===== config.mk =====
export PLATFORM = sky130hd
export DESIGN_NAME = board_renderer_flat
export DESIGN_NICKNAME = d
export VERILOG_FILES = /design/src/rtl/board_renderer_if.sv /design/src/rtl/board_renderer.sv /design/src/flat_wrapper.sv
export SDC_FILE = /design/constraint.sdc
export NUM_CORES = 1
export LEC_CHECK = 0
export CORE_ASPECT_RATIO = 1.75
export CORE_UTILIZATION = 40
export CTS_CLUSTER_SIZE = 10
export DETAILED_ROUTE_END_ITERATION = 7
export PLACE_DENSITY_LB_ADDON = 0.3
export SLEW_MARGIN = 20
export SYNTH_ARGS = -nofsm -noshare
export SYNTH_HDL_FRONTEND = slang
export SYNTH_SLANG_ARGS = --single-unit

===== constraint.sdc =====
create_clock -name clock -period 4.39 [get_ports clock]
set_clock_uncertainty 0.2 [all_clocks]
set_input_delay 0.6585 -clock clock [delete_from_list [all_inputs] [get_ports clock]]
set_output_delay 0.6585 -clock clock [all_outputs]
set_load 0.01 [all_outputs]

===== src/rtl/board_renderer_if.sv =====
// Bundle between the game control FSM (master) and the board renderer (slave):
// redraw request, board snapshot inputs and the VGA pixel stream plus status.
interface board_renderer_if #(
    parameter int N     = 3,
    parameter int IDX_W = 4
);
    logic                 start;
    logic [2*N*N-1:0]     grid;
    logic                 cursor_en;
    logic [IDX_W-1:0]     cursor_idx;
    logic [7:0]           x_out;
    logic [6:0]           y_out;
    logic [2:0]           colour_out;
    logic                 plot;
    logic                 busy;
    logic                 done;

    modport master (
        output start, grid, cursor_en, cursor_idx,
        input  x_out, y_out, colour_out, plot, busy, done
    );

    modport slave (
        input  start, grid, cursor_en, cursor_idx,
        output x_out, y_out, colour_out, plot, busy, done
    );
endinterface


===== src/rtl/board_renderer.sv =====
// Walks an N x N board snapshot and streams one filled square per cell to the VGA
// adapter, one pixel per clock, with optional cursor-border highlight.
module board_renderer #(
    parameter int         N             = 3,
    parameter int         CELL          = 16,
    parameter int         PITCH         = 30,
    parameter int         X0            = 37,
    parameter int         Y0            = 7,
    parameter int         IDX_W         = 4,
    parameter logic [2:0] CURSOR_COLOUR = 3'b110
) (
    input  logic            clock,
    input  logic            resetn,
    board_renderer_if.slave bus
);
    localparam int CELLS  = N * N;
    localparam int GRID_W = 2 * CELLS;
    localparam int CELL_W = $clog2(CELLS);
    localparam int RC_W   = $clog2(N);
    localparam int PX_W   = $clog2(CELL);

    typedef enum logic [1:0] {IDLE, DRAW, DONE} state_t;

    state_t              state_q, state_d;
    logic [CELL_W-1:0]   cell_q, cell_d;
    logic [RC_W-1:0]     row_q, row_d;
    logic [RC_W-1:0]     col_q, col_d;
    logic [PX_W-1:0]     px_q, px_d;
    logic [PX_W-1:0]     py_q, py_d;
    logic [GRID_W-1:0]   grid_q, grid_d;
    logic                cur_en_q, cur_en_d;
    logic [IDX_W-1:0]    cur_idx_q, cur_idx_d;
    logic [7:0]          x_q, x_d;
    logic [6:0]          y_q, y_d;
    logic [2:0]          colour_q, colour_d;
    logic                plot_q, plot_d;
    logic                busy_q, busy_d;
    logic                done_q, done_d;

    logic [1:0]          cell_states [CELLS];
    logic [1:0]          cell_state;
    logic                on_border;
    logic                cursor_hit;
    logic                last_pixel;

    // Per-cell view of the next-cycle snapshot; cell 0 sits in the top bits.
    generate
        for (genvar gi = 0; gi < CELLS; gi++) begin : g_cell
            assign cell_states[gi] = grid_d[2*(CELLS-1-gi) +: 2];
        end
    endgenerate

    assign last_pixel = (px_q == PX_W'(CELL-1)) && (py_q == PX_W'(CELL-1))
                     && (cell_q == CELL_W'(CELLS-1));

    // Control and counters. The *_d counters always describe the pixel that the
    // output registers will present next cycle.
    always_comb begin
        state_d   = state_q;
        cell_d    = cell_q;
        row_d     = row_q;
        col_d     = col_q;
        px_d      = px_q;
        py_d      = py_q;
        grid_d    = grid_q;
        cur_en_d  = cur_en_q;
        cur_idx_d = cur_idx_q;
        plot_d    = 1'b0;
        busy_d    = 1'b0;
        done_d    = 1'b0;

        unique case (state_q)
            IDLE: begin
                if (bus.start) begin
                    grid_d    = bus.grid;
                    cur_en_d  = bus.cursor_en;
                    cur_idx_d = bus.cursor_idx;
                    cell_d    = '0;
                    row_d     = '0;
                    col_d     = '0;
                    px_d      = '0;
                    py_d      = '0;
                    plot_d    = 1'b1;
                    busy_d    = 1'b1;
                    state_d   = DRAW;
                end
            end
            DRAW: begin
                if (last_pixel) begin
                    done_d  = 1'b1;
                    state_d = DONE;
                end else begin
                    plot_d = 1'b1;
                    busy_d = 1'b1;
                    if (px_q == PX_W'(CELL-1)) begin
                        px_d = '0;
                        if (py_q == PX_W'(CELL-1)) begin
                            py_d   = '0;
                            cell_d = cell_q + CELL_W'(1);
                            if (col_q == RC_W'(N-1)) begin
                                col_d = '0;
                                row_d = row_q + RC_W'(1);
                            end else begin
                                col_d = col_q + RC_W'(1);
                            end
                        end else begin
                            py_d = py_q + PX_W'(1);
                        end
                    end else begin
                        px_d = px_q + PX_W'(1);
                    end
                end
            end
            DONE: begin
                state_d = IDLE;
            end
            default: begin
                state_d = IDLE;
            end
        endcase
    end

    // Pixel decode for the next cycle; outputs hold their last value outside DRAW.
    always_comb begin
        x_d        = x_q;
        y_d        = y_q;
        colour_d   = colour_q;
        cell_state = cell_states[cell_d];
        on_border  = (px_d == '0) || (px_d == PX_W'(CELL-1))
                  || (py_d == '0) || (py_d == PX_W'(CELL-1));
        cursor_hit = cur_en_d && (32'(cur_idx_d) == 32'(cell_d));

        if (state_d == DRAW) begin
            x_d = 8'(X0 + 32'(col_d) * PITCH + 32'(px_d));
            y_d = 7'(Y0 + 32'(row_d) * PITCH + 32'(py_d));
            if (cursor_hit && on_border) begin
                colour_d = CURSOR_COLOUR;
            end else begin
                unique case (cell_state)
                    2'd0:    colour_d = 3'b111;
                    2'd1:    colour_d = 3'b011;
                    2'd2:    colour_d = 3'b101;
                    default: colour_d = 3'b100;
                endcase
            end
        end
    end

    always_ff @(posedge clock or negedge resetn) begin
        if (!resetn) begin
            state_q   <= IDLE;
            cell_q    <= '0;
            row_q     <= '0;
            col_q     <= '0;
            px_q      <= '0;
            py_q      <= '0;
            grid_q    <= '0;
            cur_en_q  <= 1'b0;
            cur_idx_q <= '0;
            x_q       <= '0;
            y_q       <= '0;
            colour_q  <= '0;
            plot_q    <= 1'b0;
            busy_q    <= 1'b0;
            done_q    <= 1'b0;
        end else begin
            state_q   <= state_d;
            cell_q    <= cell_d;
            row_q     <= row_d;
            col_q     <= col_d;
            px_q      <= px_d;
            py_q      <= py_d;
            grid_q    <= grid_d;
            cur_en_q  <= cur_en_d;
            cur_idx_q <= cur_idx_d;
            x_q       <= x_d;
            y_q       <= y_d;
            colour_q  <= colour_d;
            plot_q    <= plot_d;
            busy_q    <= busy_d;
            done_q    <= done_d;
        end
    end

    assign bus.x_out      = x_q;
    assign bus.y_out      = y_q;
    assign bus.colour_out = colour_q;
    assign bus.plot       = plot_q;
    assign bus.busy       = busy_q;
    assign bus.done       = done_q;

endmodule


===== src/flat_wrapper.sv =====
// flat-port wrapper written by rule: the top's interface ports become plain ports
module board_renderer_flat 
#(
    parameter int         N             = 3,
    parameter int         CELL          = 16,
    parameter int         PITCH         = 30,
    parameter int         X0            = 37,
    parameter int         Y0            = 7,
    parameter int         IDX_W         = 4,
    parameter logic [2:0] CURSOR_COLOUR = 3'b110
)
  (clock, resetn, bus_start, bus_grid, bus_cursor_en, bus_cursor_idx, bus_x_out, bus_y_out, bus_colour_out, bus_plot, bus_busy, bus_done);
  board_renderer_if #(.N(N), .IDX_W(IDX_W)) bus_i ();
  input  logic clock;
  input  logic resetn;
  input wire logic [$bits(bus_i.start)-1:0] bus_start;
  input wire logic [$bits(bus_i.grid)-1:0] bus_grid;
  input wire logic [$bits(bus_i.cursor_en)-1:0] bus_cursor_en;
  input wire logic [$bits(bus_i.cursor_idx)-1:0] bus_cursor_idx;
  output wire logic [$bits(bus_i.x_out)-1:0] bus_x_out;
  output wire logic [$bits(bus_i.y_out)-1:0] bus_y_out;
  output wire logic [$bits(bus_i.colour_out)-1:0] bus_colour_out;
  output wire logic [$bits(bus_i.plot)-1:0] bus_plot;
  output wire logic [$bits(bus_i.busy)-1:0] bus_busy;
  output wire logic [$bits(bus_i.done)-1:0] bus_done;
  assign bus_i.start = bus_start;
  assign bus_i.grid = bus_grid;
  assign bus_i.cursor_en = bus_cursor_en;
  assign bus_i.cursor_idx = bus_cursor_idx;
  assign bus_x_out = bus_i.x_out;
  assign bus_y_out = bus_i.y_out;
  assign bus_colour_out = bus_i.colour_out;
  assign bus_plot = bus_i.plot;
  assign bus_busy = bus_i.busy;
  assign bus_done = bus_i.done;
  board_renderer #(.N(N), .CELL(CELL), .PITCH(PITCH), .X0(X0), .Y0(Y0), .IDX_W(IDX_W), .CURSOR_COLOUR(CURSOR_COLOUR)) u_core (.clock(clock), .resetn(resetn), .bus(bus_i));
endmodule

==> summary.md <==
| Metric | Value |
|---|---|
| CP Launch Type | `flop` |
| Avg Cell Area, Syn | `between 9 and 10 um^2` |
| Min Tclk post-route | `around 4000 ps` |
| Crit path max fanout | `5` |
| DRC errors left | `0` |
| CTS sink cnt | `61` |
| Post-route ant nets | `0` |
| Sequential element share of the synthesized area | `a little over two fifths` |
| Min Hold Slack | `about 260 ps` |
| WL met2 | `4210 um` |
| Total wire length | `around 7700 um` |
| FF-to-FF End | `u_core.bus.x_out[6]` |
| Core area | `approximately 8400 um^2` |
| Initial antenna violation count | `0` |
| PnR worst setup slack | `about 270 ps` |
| Die width | `between 70 and 80 um` |
| Synth Flop Type | `dfrtp_1` |
| Layout cells sized above 1 | `a little over a tenth` |
| Mapped Area | `roughly 3500 um^2` |
| Vias in the first global route | `2,700` |
| WL/cell | `about 14 um` |
| Post-place setup slack | `a little under 100 ps` |
| Worst reg-to-reg setup slack | `270 ps` |
| Placed inst area | `between 4000 and 5000 um^2` |
| Critical path type | `reg2reg` |
| Max clock buf depth | `2` |
| Post-synth top cells | `nand2_1, dfrtp_1, inv_1` |
| Height of the chip | `~130 um` |
| H-tree depth | `3` |
| Max Cap Viol | `0` |
| HP Class | `in2async` |
| Area contributors post-synth | `dfrtp_1, ha_1, nand2_1` |
| Design area | `~4400 um^2` |
| Status | `complete, no violations` |
| Met3 WL post-DR | `between 200 and 250 um` |
| CP endpoint kind | `flop` |
| Dpl cells | `about 520` |
| Top-count cell post-synth | `nand2_1` |
| Clock root cell | `clkbuf_16` |
| FMAX | `approximately 240 MHz` |
| Row cnt | `between 40 and 50` |
| Cells after synthesis | `between 300 and 400` |
| Tcrit/Tclk final | `a little over nine tenths` |
| Pwr dens | `533 nW/um^2` |
| Post-synth top area share | `a little over two fifths` |
| Drt pass-1 iters | `4` |
| Setup tns final | `0 ps` |
| Skew-Pair Late Insertion Delay | `roughly 330 ps` |
| Relative slew slack | `between 30% and 40%` |
| Crit path DAT | `approximately 4200 ps` |
| Ys async rst share | `100%` |
| Inserted Clock Buffers | `9` |
| I/O pins | `between 40 and 50` |
| Postcts setup bufs | `0` |
| Tot GR Track Use | `a little under a fifth` |
| Total grt overflow | `0` |
| Initial Utilization | `approximately two fifths` |
| Hold_buf cts | `0` |
| Maximum vdd drop | `between 200 and 300 uV` |
| Final Hold Fails | `0` |
| Worst R2R Start | `u_core.cell_q[1]` |
| Port bufs | `46` |
| Yosys top cell by area | `dfrtp_1` |
| Via count | `2,650` |
| Hpwl dp | `between 5000 and 6000 um` |
| # diodes | `0` |
| Die area | `between 9000 and 10,000 um^2` |
| Vias per cell | `4.95` |
| Post-synth EDFFs | `0` |
| Synth Warn # | `0` |
| Max Slew Vio Count | `0` |
| Initial DRC Count | `approximately 140` |
| Number of nets in the layout | `470` |
| Area Growth Syn to Fin | `24.6%` |
| CTS clk-pin slew, worst paths | `roughly 60 ps` |
| First-pass GRT wire length | `approximately 13,000 um` |
| Non-filler cells, final | `around 540` |
| GPL Wtd Cong | `just over 0.8` |
| Synthesis-stage register bit count | `around 60` |
| Worst r2r path cells | `17` |
| Syn_nets | `between 400 and 500` |
| Leak Pwr | `between 2 and 2.5 nW` |
| Worst-Margin Slew | `919 ps` |
| Largest net degree at the start of global routing | `41` |
| Crit path required time | `around 4400 ps` |
| CTS tree | `done` |
| Yosys cell types | `57` |
| Final setup violation count | `0` |
| Wl on met1 | `approximately 3000 um` |
| Top routing layer in use | `met4` |
| RSZ-0062 raised after global routing | `no` |
cell type report:
cell class                      count  area [um^2]
Multi-Input combinational cell    251         1750
Clock buffer                       11          243
Timing Repair Buffer               53          508
Inverter                           39          149
Fill cell                         793         4020
Clock inverter                      5         36.3
Tap cell                          115          144
Sequential cell                    61         1530
sequential cells by signal, indices dropped and copies added (netlist names):
name and count:
u_core.grid_q 18, u_core.cell_q 4, u_core.row_q 2, u_core.cur_idx_q 4, u_core.state_q 2, u_core.bus.plot 1, u_core.bus.y_out 7, u_core.bus.x_out 8
u_core.bus.colour_out 3, u_core.col_q 2, u_core.bus.done 1, u_core.px_q 4, u_core.py_q 4, u_core.cur_en_q 1
worst max-delay path: stages, from the launching register on:
cell and delay (ps):
dfrtp_1 390, inv_1 70, ha_1 190, and3b_1 270, or4_4 560, mux2_2 290, nand2_1 150, inv_1 90
ha_1 280, inv_1 40, ha_1 310, inv_1 60, ha_1 290, a21o_1 180, a21oi_1 250, a21oi_1 130
xnor2_1 140, o21ai_0 140
layout by cell type (no fill, tap or decap), types with 2 or more instances in the layout:
master	count
clkbuf_16	9
nand4_1	2
buf_4	7
and3_1	2
nand3_1	8
nor2_1	16
xnor2_1	8
ha_1	27
clkdlybuf4s50_1	45
nor3_1	3
inv_1	38
clkinvlp_4	3
nand2_1	76
dfrtp_1	61
or3_1	3
a211oi_1	4
mux2i_1	14
nor3b_1	2
or4_4	3
a21oi_1	18
nand2b_1	2
xor2_1	6
o21ai_0	13
a31oi_1	2
fa_1	2
mux2_2	3
a21o_1	4
nor4_1	3
how the worst max path moves through the flow:
stage,from,endpoint,slack [ps],cells past startpoint
after floorplan,u_core.cell_q[0],u_core.bus.y_out[5],340,16
after CTS,u_core.cell_q[1],u_core.bus.y_out[5],80,15
final,u_core.cell_q[1],u_core.bus.x_out[6],270,17
after global routing,u_core.cell_q[1],u_core.bus.x_out[6],10,17
after detailed placement,u_core.cell_q[1],u_core.bus.y_out[5],100,15
after global placement,u_core.cell_q[1],u_core.bus.y_out[5],250,15
layer usage:
| metal | vias to the layer above | global-route usage (%) |
|---|---|---|
| met1 | 1269 | 20.2 |
| met5 | - | 0 |
| met3 | 14 | 3.92 |
| met4 | 0 | 11.0 |
| met2 | 46 | 32.3 |
| li1 | 1321 | - |
power by group:
part / internal (W) / switching [W]
Sequential: 0.000729 / 0.0000906
Clock: 0.000396 / 0.000251
Combinational: 0.000401 / 0.000454
stage by stage:
| stage | total power, W | utilization (%) |
|---|---|---|
| floorplan | 0.00137 | - |
| global placement | 0.00166 | 48.6 |
| detailed placement | 0.00169 | 48.6 |
| CTS | 0.00235 | 52.0 |
| global route | 0.00249 | 52.0 |
| finish | 0.00232 | 52.0 |
cells by family after synthesis:
logic type | Yosys count | share of synthesized area (%)
and+or+nand+nor | 135 | 18.8
adders and majority gates | 29 | 10.8
xor gates and xnor gates | 14 | 3.51
AOI/OAI and AO/OA | 53 | 10.1
muxes | 20 | 6.45
buffers and inverters | 52 | 6.55
DFF | 61 | 43.7
repair_timing:
item,in CTS,in global routing
resized for setup,0,2
hold endpoints to repair,0,0
endpoints found under the setup margin,0,5
No activity file was read; power rests on OpenSTA's default activity.
